===== config.mk =====
export PLATFORM = sky130hd
export DESIGN_NAME = ird_sequencer
export DESIGN_NICKNAME = d
export VERILOG_FILES = /design/src/rtl/ird_sequencer.sv
export SDC_FILE = /design/constraint.sdc
export NUM_CORES = 1
export LEC_CHECK = 0
export ABC_AREA = 1
export BUFFER_PORTS_ARGS = -buffer_cell sky130_fd_sc_hd__buf_2
export CAP_MARGIN = 25
export CELL_PAD_IN_SITES_DETAIL_PLACEMENT = 0
export CELL_PAD_IN_SITES_GLOBAL_PLACEMENT = 1
export CORE_AREA = 3 3 56 58
export CTS_CLUSTER_SIZE = 16
export DETAILED_ROUTE_END_ITERATION = 10
export DIE_AREA = 0 0 59 61
export GPL_ROUTABILITY_DRIVEN = 1
export GPL_TIMING_DRIVEN = 1
export HOLD_SLACK_MARGIN = 0.15
export PLACE_DENSITY_LB_ADDON = 0.25
export REMOVE_ABC_BUFFERS = 1
export SETUP_SLACK_MARGIN = 0.05
export SYNTH_ARGS = -nofsm -noshare
export SYNTH_HDL_FRONTEND = slang
export SYNTH_SLANG_ARGS = --single-unit

===== constraint.sdc =====
create_clock -name clk_h -period 3.11 [get_ports clk_h]
set_input_delay 0.1555 -clock clk_h [delete_from_list [all_inputs] [get_ports clk_h]]
set_output_delay 0.1555 -clock clk_h [all_outputs]
set_load 0.01 [all_outputs]

===== src/rtl/ird_sequencer.sv =====
// -----------------------------------------------------------------------------
// ird_sequencer
//
// Sequences the instruction-decode (IRD) dispatch ROMs. The microsequencer
// raises IRD1 (new opcode) or IRDX (next operand specifier) requests. The
// sequencer waits until the prefetch buffer has the byte, then runs a single
// dispatch cycle. In that cycle the ROM block turns IR, IRD1, the specifier
// counter and the register-mode flag into a control-store dispatch address.
//
// Parameters
//   MAX_SPEC        number of IRDX dispatches allowed per instruction (1..7)
//
// Ports
//   clk_h           system clock, rising edge
//   reset_l         synchronous active-low reset
//   ird_req_h       IRD1 request (level, held until ird_done_h)
//   irdx_req_h      IRDX request (level, held until ird_done_h)
//   abort_h         synchronous abort of the current decode
//   xbuf_valid_h    prefetch byte on xbuf_h is valid
//   xbuf_h          current prefetch byte
//   xbuf_consume_h  pulse: prefetch byte consumed
//   ir_h            latched opcode
//   en_ird_rom_h    ROM enable, dispatch cycle only
//   ird1_h/ird1_l   IRD1 dispatch in progress (true / complement)
//   ird_ctr_h       specifier index
//   reg_mode_h      current specifier is register mode
//   ird_done_h      dispatch address valid this cycle
//   ird_stall_h     request pending, byte not yet available
//   seq_err_h       pulse: illegal request seen on the previous edge
// -----------------------------------------------------------------------------
module ird_sequencer #(
   parameter int unsigned MAX_SPEC = 6
) (
   input  logic       clk_h,
   input  logic       reset_l,
   input  logic       ird_req_h,
   input  logic       irdx_req_h,
   input  logic       abort_h,
   input  logic       xbuf_valid_h,
   input  logic [7:0] xbuf_h,
   output logic       xbuf_consume_h,
   output logic [7:0] ir_h,
   output logic       en_ird_rom_h,
   output logic       ird1_h,
   output logic       ird1_l,
   output logic [2:0] ird_ctr_h,
   output logic       reg_mode_h,
   output logic       ird_done_h,
   output logic       ird_stall_h,
   output logic       seq_err_h
);

   localparam logic [2:0] MaxSpec = 3'(MAX_SPEC);

   // Register-mode specifiers carry 0x5 in the upper nibble.
   localparam logic [3:0] RegModeNibble = 4'h5;

   typedef enum logic [2:0] {
      StIdle,
      StWait1,
      StDisp1,
      StSpec,
      StWaitX,
      StDispX
   } state_e;

   state_e     state_q, state_d;
   logic [7:0] ir_q, ir_d;
   logic [2:0] ctr_q, ctr_d;
   logic       reg_mode_q, reg_mode_d;
   logic       seq_err_q, seq_err_d;

   // Request decode shared by IDLE and SPEC.
   logic       go_ird1;
   logic       go_irdx;
   logic       enter_disp1;
   logic       enter_dispx;
   logic       in_dispatch;

   // --------------------------------------------------------------------------
   // State register
   // --------------------------------------------------------------------------
   always_ff @(posedge clk_h) begin
      if (!reset_l) begin
         state_q    <= StIdle;
         ir_q       <= 8'h00;
         ctr_q      <= 3'd0;
         reg_mode_q <= 1'b0;
         seq_err_q  <= 1'b0;
      end else begin
         state_q    <= state_d;
         ir_q       <= ir_d;
         ctr_q      <= ctr_d;
         reg_mode_q <= reg_mode_d;
         seq_err_q  <= seq_err_d;
      end
   end

   // --------------------------------------------------------------------------
   // Next-state logic
   // --------------------------------------------------------------------------
   always_comb begin
      state_d     = state_q;
      ir_d        = ir_q;
      ctr_d       = ctr_q;
      reg_mode_d  = reg_mode_q;
      seq_err_d   = 1'b0;
      go_ird1     = 1'b0;
      go_irdx     = 1'b0;
      enter_disp1 = 1'b0;
      enter_dispx = 1'b0;

      if (abort_h) begin
         // Abort wins over any request; IR is kept for fault reporting.
         state_d    = StIdle;
         ctr_d      = 3'd0;
         reg_mode_d = 1'b0;
      end else begin
         unique case (state_q)
            StIdle: begin
               if (ird_req_h) begin
                  go_ird1 = 1'b1;
               end else if (irdx_req_h) begin
                  // No opcode decoded yet, so a specifier request is illegal.
                  seq_err_d = 1'b1;
               end
            end

            StSpec: begin
               if (ird_req_h) begin
                  go_ird1 = 1'b1;
               end else if (irdx_req_h) begin
                  if (ctr_q < MaxSpec) begin
                     go_irdx = 1'b1;
                  end else begin
                     seq_err_d = 1'b1;
                  end
               end
            end

            StWait1: begin
               if (xbuf_valid_h) begin
                  enter_disp1 = 1'b1;
               end
            end

            StWaitX: begin
               if (xbuf_valid_h) begin
                  enter_dispx = 1'b1;
               end
            end

            StDisp1: begin
               state_d = StSpec;
            end

            StDispX: begin
               state_d = StSpec;
               if (ctr_q != MaxSpec) begin
                  ctr_d = ctr_q + 3'd1;
               end
            end

            default: begin
               state_d = StIdle;
            end
         endcase

         // Accepted requests go straight to dispatch if the byte is already there.
         if (go_ird1) begin
            if (xbuf_valid_h) begin
               enter_disp1 = 1'b1;
            end else begin
               state_d = StWait1;
            end
         end
         if (go_irdx) begin
            if (xbuf_valid_h) begin
               enter_dispx = 1'b1;
            end else begin
               state_d = StWaitX;
            end
         end

         // IR, counter and mode are loaded on the entry edge so they are stable
         // for the whole dispatch cycle when the ROMs sample them.
         if (enter_disp1) begin
            state_d = StDisp1;
            ir_d    = xbuf_h;
            ctr_d   = 3'd0;
         end
         if (enter_dispx) begin
            state_d    = StDispX;
            reg_mode_d = (xbuf_h[7:4] == RegModeNibble);
         end
      end
   end

   // --------------------------------------------------------------------------
   // Outputs
   // --------------------------------------------------------------------------
   always_comb begin
      // An abort in the dispatch cycle cancels the dispatch outright.
      in_dispatch    = ((state_q == StDisp1) || (state_q == StDispX)) && !abort_h;
      en_ird_rom_h   = in_dispatch;
      ird_done_h     = in_dispatch;
      xbuf_consume_h = in_dispatch && xbuf_valid_h;
      ird1_h         = (state_q == StDisp1) && !abort_h;
      ird1_l         = !ird1_h;
      ird_stall_h    = (state_q == StWait1) || (state_q == StWaitX);
   end

   assign ir_h       = ir_q;
   assign ird_ctr_h  = ctr_q;
   assign reg_mode_h = reg_mode_q;
   assign seq_err_h  = seq_err_q;

   // --------------------------------------------------------------------------
   // Invariants
   // --------------------------------------------------------------------------
   a_consume_valid : assert property (@(posedge clk_h) disable iff (!reset_l)
      xbuf_consume_h |-> xbuf_valid_h);

   a_ctr_range : assert property (@(posedge clk_h) disable iff (!reset_l)
      ird_ctr_h <= MaxSpec);

endmodule


==> impl_metrics.env, run 1 <==
export IMPL_p_total_w=0.000397
export IMPL_synth_warnings=0
export IMPL_clk_insertion_delay_late_ps=280
export IMPL_clk_path_buf_depth=2
export IMPL_drt_pass1_iter_count=4
export IMPL_final_hold_viol_count=0
export IMPL_synth_top_area_share_pct=35.7
export IMPL_top_layer_used="met4"
export IMPL_num_rows=19
export IMPL_gp_congestion=0.768
export IMPL_diodes=0
export IMPL_r2r_start="ird_ctr_h[0]$_SDFFE_PP0P_"
export IMPL_crit_cells=5
export IMPL_max_slew_worst_pin_slew_ps=292
export IMPL_ys_types=21
export IMPL_nets=192
export IMPL_rrSetupSlack_ps=1730
export IMPL_cts_max_level=1
export IMPL_end_kind="output pin"
export IMPL_rsz0062_at_grt="false"
export IMPL_cp_arrival_ps=1350
export IMPL_io_buffers=32
export IMPL_ios=33
export IMPL_outcome="completed"
export IMPL_start_util_pct=33.1
export IMPL_m1WireLength_um=993
export IMPL_fin_area_um2=1110
export IMPL_die_w_um=59
export IMPL_die_y_um=61
export IMPL_path_max_fanout=6
export IMPL_setup_slack_ps=1600
export IMPL_cts_sinks=16
export IMPL_crit_required_ps=2950
export IMPL_core_area_um2=2710
export IMPL_start_kind="register"
export IMPL_synth_seq_area_share_pct=35.7
export IMPL_n_fill_cell=296
export IMPL_dpl_cell_area_um2=1080
export IMPL_clockRootBuffer="clkbuf_4"
export IMPL_power_density_nw_per_um2=356
export IMPL_via_count=901
export IMPL_skew_ps=9.23
export IMPL_r2r_end="ird_ctr_h[1]$_SDFFE_PP0P_"
export IMPL_overflow=0
export IMPL_max_stage_delay_ps=430
export IMPL_cp_top_family="flip-flops"
export IMPL_netlist_area_um2=897
export IMPL_synth_top_area_cell="dfxtp_1"
export IMPL_drv_cap=0
export IMPL_fmax_ghz=0.664
export IMPL_ys_flop_type="dfxtp_1"
export IMPL_ant_nets=0
export IMPL_worstRegToRegCells=6
export IMPL_synth_area_top_cells="dfxtp_1 36%, nand2_1 15%, inv_1 14%"
export IMPL_wl_per_cell_um=9.71
export IMPL_ir_drop_v=0.000225
export IMPL_hold_ws_ps=182
export IMPL_postCtsSetupRepairBufs=0
export IMPL_areaGrowthSynthToFinish_pct=24.1
export IMPL_dr_wl_met3_um=98
export IMPL_yosys_top_cells_count="36 x nand2_1, 33 x inv_1, 16 x dfxtp_1"
export IMPL_p_leak_nw=0.608
export IMPL_synth_async_sr_flop_share_pct=0
export IMPL_critPathSlowestCell="dfxtp_1"
export IMPL_whs_path_depth=3
export IMPL_tns_ps=0
export IMPL_met2_length_um=883
export IMPL_final_max_slew_viol_count=0
export IMPL_crit_type="reg2out"
export IMPL_grt_max_degree=14
export IMPL_slew_headroom_pct=80.4
export IMPL_grt_pass1_vias=792
export IMPL_grt_pass1_wl_mm=3.29
export IMPL_avgViaCountPerCell=4.40
export IMPL_synth_enable_flop_cells=0
export IMPL_drive_gt1_share_pct=23.6
export IMPL_path_common_cell="o21ai_0"
export IMPL_critical_path_startpoint="state_q[1]$_SDFF_PP0_"
export IMPL_min_path_type="in2reg"
export IMPL_period_minus_slack_ps=1510
export IMPL_timing_final_crit_share_pct=48.4
export IMPL_drt_iter0_drc=29
export IMPL_wl_mm=1.99
export IMPL_dp_final_hpwl_mm=1.61
export IMPL_antenna_found_initial=0
export IMPL_drc=0
export IMPL_pre_cts_slack_ps=1740
export IMPL_synth_avg_cell_area_um2=6.36
export IMPL_crit_end="xbuf_consume_h"
export IMPL_synth_most_common_cell="nand2_1"
export IMPL_synth_seq_cells=16
export IMPL_cts_tree="built"
export IMPL_crit_chain="inv_1, o21ai_0, o21ai_0, nor3_1, buf_2"
export IMPL_cts_buffers=3
export IMPL_die_area_um2=3600
export IMPL_syn_instance_count=141
export IMPL_clkTransAtPathRegs_ps=100
export IMPL_grt_usage_pct=11.9
export IMPL_setup_violations=0
export IMPL_crit_buf_inv=2
==> cell type report <==
| cell class | count | area, µm² | share of cell area (%) |
|---|---|---|---|
| Multi-Input combinational cell | 87 | 430 | 38.7 |
| Sequential cell | 16 | 320 | 28.8 |
| Timing Repair Buffer | 33 | 170 | 15.3 |
| Inverter | 35 | 131 | 11.8 |
| Tap cell | 31 | 38.8 | 3.48 |
| Clock buffer | 3 | 22.5 | 2.02 |
==> layer usage <==
layer,global-route usage [%],vias to the layer above
li1,-,500
met1,15.9,383
met2,18.1,16
met3,3.19,2
met4,4.85,0
met5,0,-
==> per-stage QoR <==
stage | util, % | std cells
after detailed placement | 39.9 | 201
after global routing | 41.1 | 205
after CTS | 41.1 | 205
after global placement | 39.9 | 201
after floorplan | - | 138
final | 41.1 | 205
==> state kept, by name, summed over array words and instances, names as in the netlist <==
signal,count
state_q,3
seq_err_h,1
reg_mode_h,1
ird_ctr_h,3
ir_h,8
==> kinds of logic after synthesis <==
| group | count (synthesis) | synth area share, % |
|---|---|---|
| adder cells (fa/ha/maj) | 2 | 2.79 |
| flip-flops | 16 | 35.7 |
| AO/OA/AOI/OAI | 11 | 6.14 |
| XOR/XNOR | 1 | 0.976 |
| buffers and inverters | 38 | 16.3 |
| AND/OR/NAND/NOR | 73 | 38.1 |
==> worst min path at each step <==
stage | start | to | slack [ps]
final | reset_l | ir_h[7]$_SDFFE_PN0P_ | 180
after global routing | reset_l | ir_h[3]$_SDFFE_PN0P_ | 170
after CTS | reset_l | ir_h[0]$_SDFFE_PN0P_ | 170
after detailed placement | irdx_req_h | seq_err_h$_SDFF_PP0_ | 440
after global placement | irdx_req_h | seq_err_h$_SDFF_PP0_ | 440
after floorplan | reset_l | ir_h[0]$_SDFFE_PN0P_ | 280
==> worst min-delay path, delay by kind of cell <==
| kind | cells | cell delay (ps) |
|---|---|---|
| buf+inv | 1 | 150 |
| simple gates | 2 | 110 |
==> where the power goes <==
part | leakage (nW) | switching, W | internal [W] | total (W)
sequential | 0.130 | 0.00000430 | 0.000213 | 0.000217
combinational | 0.465 | 0.0000450 | 0.0000282 | 0.0000732
clock | 0.0138 | 0.0000618 | 0.0000448 | 0.000107
==> cells in the final DEF (no fill, tap or decap) <==
| master | instances |
|---|---|
| a21oi_1 | 7 |
| buf_2 | 32 |
| clkbuf_4 | 3 |
| clkinv_1 | 1 |
| dfxtp_1 | 16 |
| dlygate4sd3_1 | 1 |
| ha_1 | 2 |
| inv_1 | 33 |
| inv_2 | 1 |
| nand2_1 | 36 |
| nand2_2 | 2 |
| nand2_4 | 1 |
| nand3_1 | 7 |
| nand3_4 | 1 |
| nand4_1 | 10 |
| nor2_1 | 12 |
| nor2_2 | 1 |
| nor3_1 | 2 |
| o21ai_0 | 3 |
| o21ai_1 | 1 |
| or2_1 | 1 |
| xor2_1 | 1 |
==> repair_timing <==
action,CTS,global route
hold endpoints to repair,1,0
resized for setup,0,0
hold buffers,1,0
(Power assumes the default switching activity.)
==> run 2, diff against run 1 <==
Settings changed: CORE_AREA 3 3 56 58 to 3 3 57 59, DIE_AREA 0 0 59 61 to 0 0 60 62.
Clock period 3.11 ns to 1.5 ns, I/O delays scaled along.
==> run 2 against run 1 <==
Compared with the run above:
- utilization grew 3.6 points
- register-to-register slack lost 1500 ps
- highest routed layer unchanged
- critical endpoint unchanged
- final area grew 11%
- non-clock buffer count grew 10
- via count grew 7.5%
==> impl_metrics.env, run 2 (synthesized netlist as in run 1, its figures left out) <==
export IMPL_outcome="completed"
export IMPL_die_w_um=60
export IMPL_start_util_pct=32.5
export IMPL_largest_reg_flops=8
export IMPL_drive_gt1_share_pct=24.3
export IMPL_cts_tree="built"
export IMPL_fin_area_um2=1230
export IMPL_ios=33
export IMPL_clockRootBuffer="clkbuf_4"
export IMPL_gp_congestion=0.743
export IMPL_max_slew_worst_pin_slew_ps=303
export IMPL_timing_final_crit_share_pct=88.7
export IMPL_drt_pass1_iter_count=3
export IMPL_period_minus_slack_ps=1330
export IMPL_ir_drop_v=0.000845
export IMPL_nets=202
export IMPL_clk_path_buf_depth=2
export IMPL_mostFrequentLayoutCells="36 x nand2_1, 33 x inv_1, 32 x buf_2"
export IMPL_via_count=969
export IMPL_wl_per_cell_um=10.4
export IMPL_die_y_um=62
export IMPL_worstRegToRegCells=9
export IMPL_rsz0062_at_grt="true"
export IMPL_grt_pass1_wl_mm=3.62
export IMPL_clk_insertion_delay_late_ps=280
export IMPL_start_kind="register"
export IMPL_r2r_end="ir_h[6]$_SDFFE_PN0P_"
export IMPL_rrSetupSlack_ps=190
export IMPL_drt_iter0_drc=20
export IMPL_r2r_start="state_q[1]$_SDFF_PP0_"
export IMPL_num_rows=19
export IMPL_path_max_fanout=6
export IMPL_fmax_ghz=0.751
export IMPL_avgViaCountPerCell=4.49
export IMPL_diodes=0
export IMPL_worstHoldStart="xbuf_valid_h"
export IMPL_max_stage_delay_ps=390
export IMPL_crit_required_ps=1420
export IMPL_setup_violations=0
export IMPL_min_path_type="in2reg"
export IMPL_skew_ps=0.610
export IMPL_critical_path_startpoint="state_q[1]$_SDFF_PP0_"
export IMPL_clkTransAtPathRegs_ps=100
export IMPL_grt_pass1_vias=871
export IMPL_crit_type="reg2out"
export IMPL_overflow=0
export IMPL_antenna_found_initial=0
export IMPL_slew_headroom_pct=79.7
export IMPL_io_buffers=32
export IMPL_drc=0
export IMPL_postCtsSetupRepairBufs=0
export IMPL_hold_end="state_q[1]$_SDFF_PP0_"
export IMPL_n_fill_cell=309
export IMPL_power_density_nw_per_um2=741
export IMPL_p_leak_nw=0.658
export IMPL_cts_sinks=16
export IMPL_place_inst=201
export IMPL_dp_final_hpwl_mm=1.71
export IMPL_final_max_slew_viol_count=0
export IMPL_ant_nets=0
export IMPL_areaGrowthSynthToFinish_pct=37.5
export IMPL_tns_ps=0
export IMPL_crit_chain="inv_1, o21ai_0, o21ai_0, nor3_1, buf_2"
export IMPL_critPathSlowestCell="dfxtp_2"
export IMPL_final_hold_viol_count=0
export IMPL_final_common_cell="nand2_1"
export IMPL_path_common_cell="o21ai_0"
export IMPL_dpl_cell_area_um2=1080
export IMPL_die_area_um2=3720
export IMPL_finalNonFillerCells=216
export IMPL_cts_buffers=3
export IMPL_grt_max_degree=14
export IMPL_core_area_um2=2760
export IMPL_wl_mm=2.24
export IMPL_end_kind="output pin"
export IMPL_cp_arrival_ps=1260
export IMPL_grt_usage_pct=13.0
export IMPL_cts_max_level=1
export IMPL_drv_cap=0
export IMPL_whs_path_depth=3
## run 2: changes by cell type in the layout (fill, tap and decap cells not counted), sizes merged
cell,previous run,this run
dlygate4sd3,1,11
clkbuf,3,4
## run 2: metrics by stage
stage / total power [W] / setup WS, ps / util [%] / hold WS [ps]
2_1_floorplan: 0.000551 / 205 / - / 196
3_3_place_gp: 0.000609 / 175 / 39.2 / 358
3_5_place_dp: 0.000614 / 177 / 39.2 / 358
4_1_cts: 0.000933 / 87.8 / 44.5 / 176
5_1_grt: 0.000976 / 11.2 / 44.7 / 202
6_report: 0.000915 / 169 / 44.7 / 180
## run 2: how the worst max path moves through the flow
| stage | end | slack (ps) |
|---|---|---|
| 2_1_floorplan | ird_ctr_h[1]$_SDFFE_PP0P_ | 210 |
| 3_3_place_gp | ird_ctr_h[1]$_SDFFE_PP0P_ | 180 |
| 3_5_place_dp | ir_h[6]$_SDFFE_PN0P_ | 180 |
| 4_1_cts | xbuf_consume_h | 90 |
| 5_1_grt | xbuf_consume_h | 10 |
| 6_report | xbuf_consume_h | 170 |
## run 2: timing repair
item / CTS / global route
endpoints found under the setup margin: 0 / 13
resized for setup: 0 / 3
hold buffers: 11 / 0
endpoints found under the hold margin: 11 / 0
## run 2: routing by layer
metal | vias to the layer above | part of all wire, % | global-route usage (%)
met5 | - | 0 | 0
met4 | 0 | 0.54 | 2.85
met3 | 2 | 4.4 | 4.34
met2 | 18 | 47 | 22.1
met1 | 427 | 48 | 15.9
li1 | 522 | - | -
## run 2: worst max-delay path, delay by kind of cell (launching register included)
kind,cells,cell delay (ps)
AOI/OAI and AO/OA,2,240
buffers and inverters,2,210
and+or+nand+nor,1,130
DFF,1,390
## run 2: final cells by class
| type | count | area (µm²) | share of cell area [%] |
|---|---|---|---|
| inverters | 35 | 131 | 10.6 |
| multi-input cells | 87 | 434 | 35.2 |
| repair buffers | 43 | 270 | 21.9 |
| well taps | 31 | 38.8 | 3.14 |
| clock buffers | 4 | 36.3 | 2.94 |
| flip-flops and latches | 16 | 323 | 26.2 |
## run 2: report_power, final
part / total [W] / switching [W] / internal (W)
sequential: 0.000450 / 0.00000878 / 0.000441
clock: 0.000289 / 0.000141 / 0.000148
combinational: 0.000175 / 0.0000999 / 0.0000754
==> run 3, diff against run 2 <==
--- a/config.mk
+++ b/config.mk
@@ -7,5 +7,5 @@
 export LEC_CHECK = 0
 export ABC_AREA = 1
-export BUFFER_PORTS_ARGS = -buffer_cell sky130_fd_sc_hd__buf_2
+export BUFFER_PORTS_ARGS = -buffer_cell sky130_fd_sc_hd__clkbuf_2
 export CAP_MARGIN = 25
 export CELL_PAD_IN_SITES_DETAIL_PLACEMENT = 0
==> constraint.sdc (replaced) <==
create_clock -name clk_h -period 1.5 [get_ports clk_h]
set_input_delay 0.075 -clock clk_h [delete_from_list [all_inputs] [get_ports clk_h]]
set_output_delay 0.075 -clock clk_h [all_outputs]
set_load 0.05 [all_outputs]
==> run 3 against run 2 <==
Compared with the run above:
- routed wire length decreased by 7.0%
- cell count increased by 0.93%
- combinational power increased by 38%
- register-to-register slack about the same
- non-clock buffer count increased by 2
- utilization increased by 2.1 points
- sequential cell count unchanged
- final area increased by 4.8%
- sequential power about the same
- total power increased by 6.7%
- clock skew increased by 1.6 ps
- hold slack got worse by 17 ps
==> impl_metrics.env, run 3 (synthesized netlist as in run 1, its figures left out) <==
export IMPL_end_kind="output pin"
export IMPL_clk_path_buf_depth=2
export IMPL_die_w_um=60
export IMPL_start_util_pct=32.5
export IMPL_power_density_nw_per_um2=755
export IMPL_final_common_cell="nand2_1"
export IMPL_avgViaCountPerCell=4.39
export IMPL_drc=0
export IMPL_skew_ps=2.19
export IMPL_setup_slack_ps=122
export IMPL_die_y_um=62
export IMPL_final_hold_viol_count=0
export IMPL_drv_cap=0
export IMPL_drt_pass1_iter_count=3
export IMPL_pre_cts_slack_ps=154
export IMPL_die_area_um2=3720
export IMPL_num_rows=19
export IMPL_ir_drop_v=0.000684
export IMPL_largest_reg_flops=8
export IMPL_cts_max_level=1
export IMPL_mostFrequentLayoutCells="36 x nand2_1, 33 x inv_1, 26 x clkbuf_2"
export IMPL_dp_final_hpwl_mm=1.64
export IMPL_setup_violations=0
export IMPL_core_area_um2=2760
export IMPL_overflow=0
export IMPL_fin_area_um2=1290
export IMPL_p_total_w=0.000976
export IMPL_areaGrowthSynthToFinish_pct=44.1
export IMPL_drive_gt1_share_pct=27.8
export IMPL_drt_iter0_drc=16
export IMPL_tns_ps=0
export IMPL_cts_sinks=16
export IMPL_period_minus_slack_ps=1380
export IMPL_dpl_cell_area_um2=1080
export IMPL_timing_final_crit_share_pct=91.9
export IMPL_path_max_fanout=6
export IMPL_max_stage_delay_ps=390
export IMPL_min_path_type="in2reg"
export IMPL_crit_required_ps=1420
export IMPL_cts_buffers=3
export IMPL_clk_insertion_delay_late_ps=290
export IMPL_gp_congestion=0.708
export IMPL_outcome="completed"
export IMPL_io_buffers=32
export IMPL_antenna_found_initial=0
export IMPL_critPathSlowestCell="dfxtp_4"
export IMPL_ant_nets=0
export IMPL_rsz0062_at_grt="true"
export IMPL_clockRootBuffer="clkbuf_4"
export IMPL_fmax_ghz=0.725
export IMPL_grt_pass1_vias=869
export IMPL_clkTransAtPathRegs_ps=90
export IMPL_slew_headroom_pct=80.9
export IMPL_nets=204
export IMPL_via_count=957
export IMPL_crit_type="reg2out"
export IMPL_cp_arrival_ps=1300
export IMPL_grt_usage_pct=12.2
export IMPL_max_slew_worst_pin_slew_ps=285
export IMPL_final_max_slew_viol_count=0
export IMPL_wl_per_cell_um=9.55
export IMPL_start_kind="register"
export IMPL_diodes=0
export IMPL_p_leak_nw=0.663
export IMPL_grt_pass1_wl_mm=3.43
export IMPL_crit_chain="inv_1, nor2_4, o21ai_2, nor3_2, buf_6"
export IMPL_wl_mm=2.08
export IMPL_grt_max_degree=14
export IMPL_ios=33
export IMPL_cts_tree="built"
## run 3: worst max-delay path, delay by kind of cell, from the launching register on
family                 cells  cell delay (ps)
flip-flops                 1              390
AND/OR/NAND/NOR            2              300
buffers and inverters      2              250
AO/OA/AOI/OAI              1               70
## run 3: per-layer routing
metal / global-route usage [%] / vias to the layer above / share of wire [%]
met5: 0 / - / 0
met4: 2.85 / 0 / 0.58
met3: 4.34 / 2 / 5.7
met2: 20.8 / 18 / 48
met1: 14.6 / 409 / 46
li1: - / 528 / -
## run 3: final cells by class
| cell class | count | area (µm²) |
|---|---|---|
| Timing Repair Buffer | 45 | 299 |
| Sequential cell | 16 | 328 |
| Multi-Input combinational cell | 87 | 459 |
| Fill cell | 306 | 1470 |
| Clock buffer | 4 | 36.3 |
| Tap cell | 31 | 38.8 |
| Inverter | 35 | 131 |
## run 3: path summary, 6_finish.rpt
| check | cells after the start | slack [ps] | start | to |
|---|---|---|---|---|
| worst max-delay path | 5 | 120 | state_q[0]$_SDFF_PP0_ | xbuf_consume_h |
| worst min-delay path | 5 | 160 | xbuf_h[4] | ir_h[4]$_SDFFE_PN0P_ |
| worst max register to register | 6 | 200 | ird_ctr_h[0]$_SDFFE_PP0P_ | ird_ctr_h[1]$_SDFFE_PP0P_ |
| worst min register to register | 2 | 510 | reg_mode_h$_SDFFE_PP0P_ | reg_mode_h$_SDFFE_PP0P_ |
## run 3: metrics by stage
stage,hold slack [ps],util [%],std cells
3_3_place_gp,344,39.2,201
4_1_cts,162,45.0,216
3_5_place_dp,342,39.2,201
2_1_floorplan,196,-,138
6_report,163,46.9,218
5_1_grt,186,46.9,218
## run 3: report_power, final
part	switching [W]	leakage (nW)	internal (W)	total, W
sequential	0.0000104	0.132	0.000439	0.000450
combinational	0.000156	0.511	0.0000847	0.000241
clock	0.000138	0.0210	0.000148	0.000286
## run 3: what timing repair did
item | CTS | global route
endpoints found under the setup margin | 4 | 14
setup buffers | 0 | 2
pin swaps | 0 | 3
endpoints found under the hold margin | 11 | 0
resized for setup | 7 | 18
hold buffers | 11 | 0
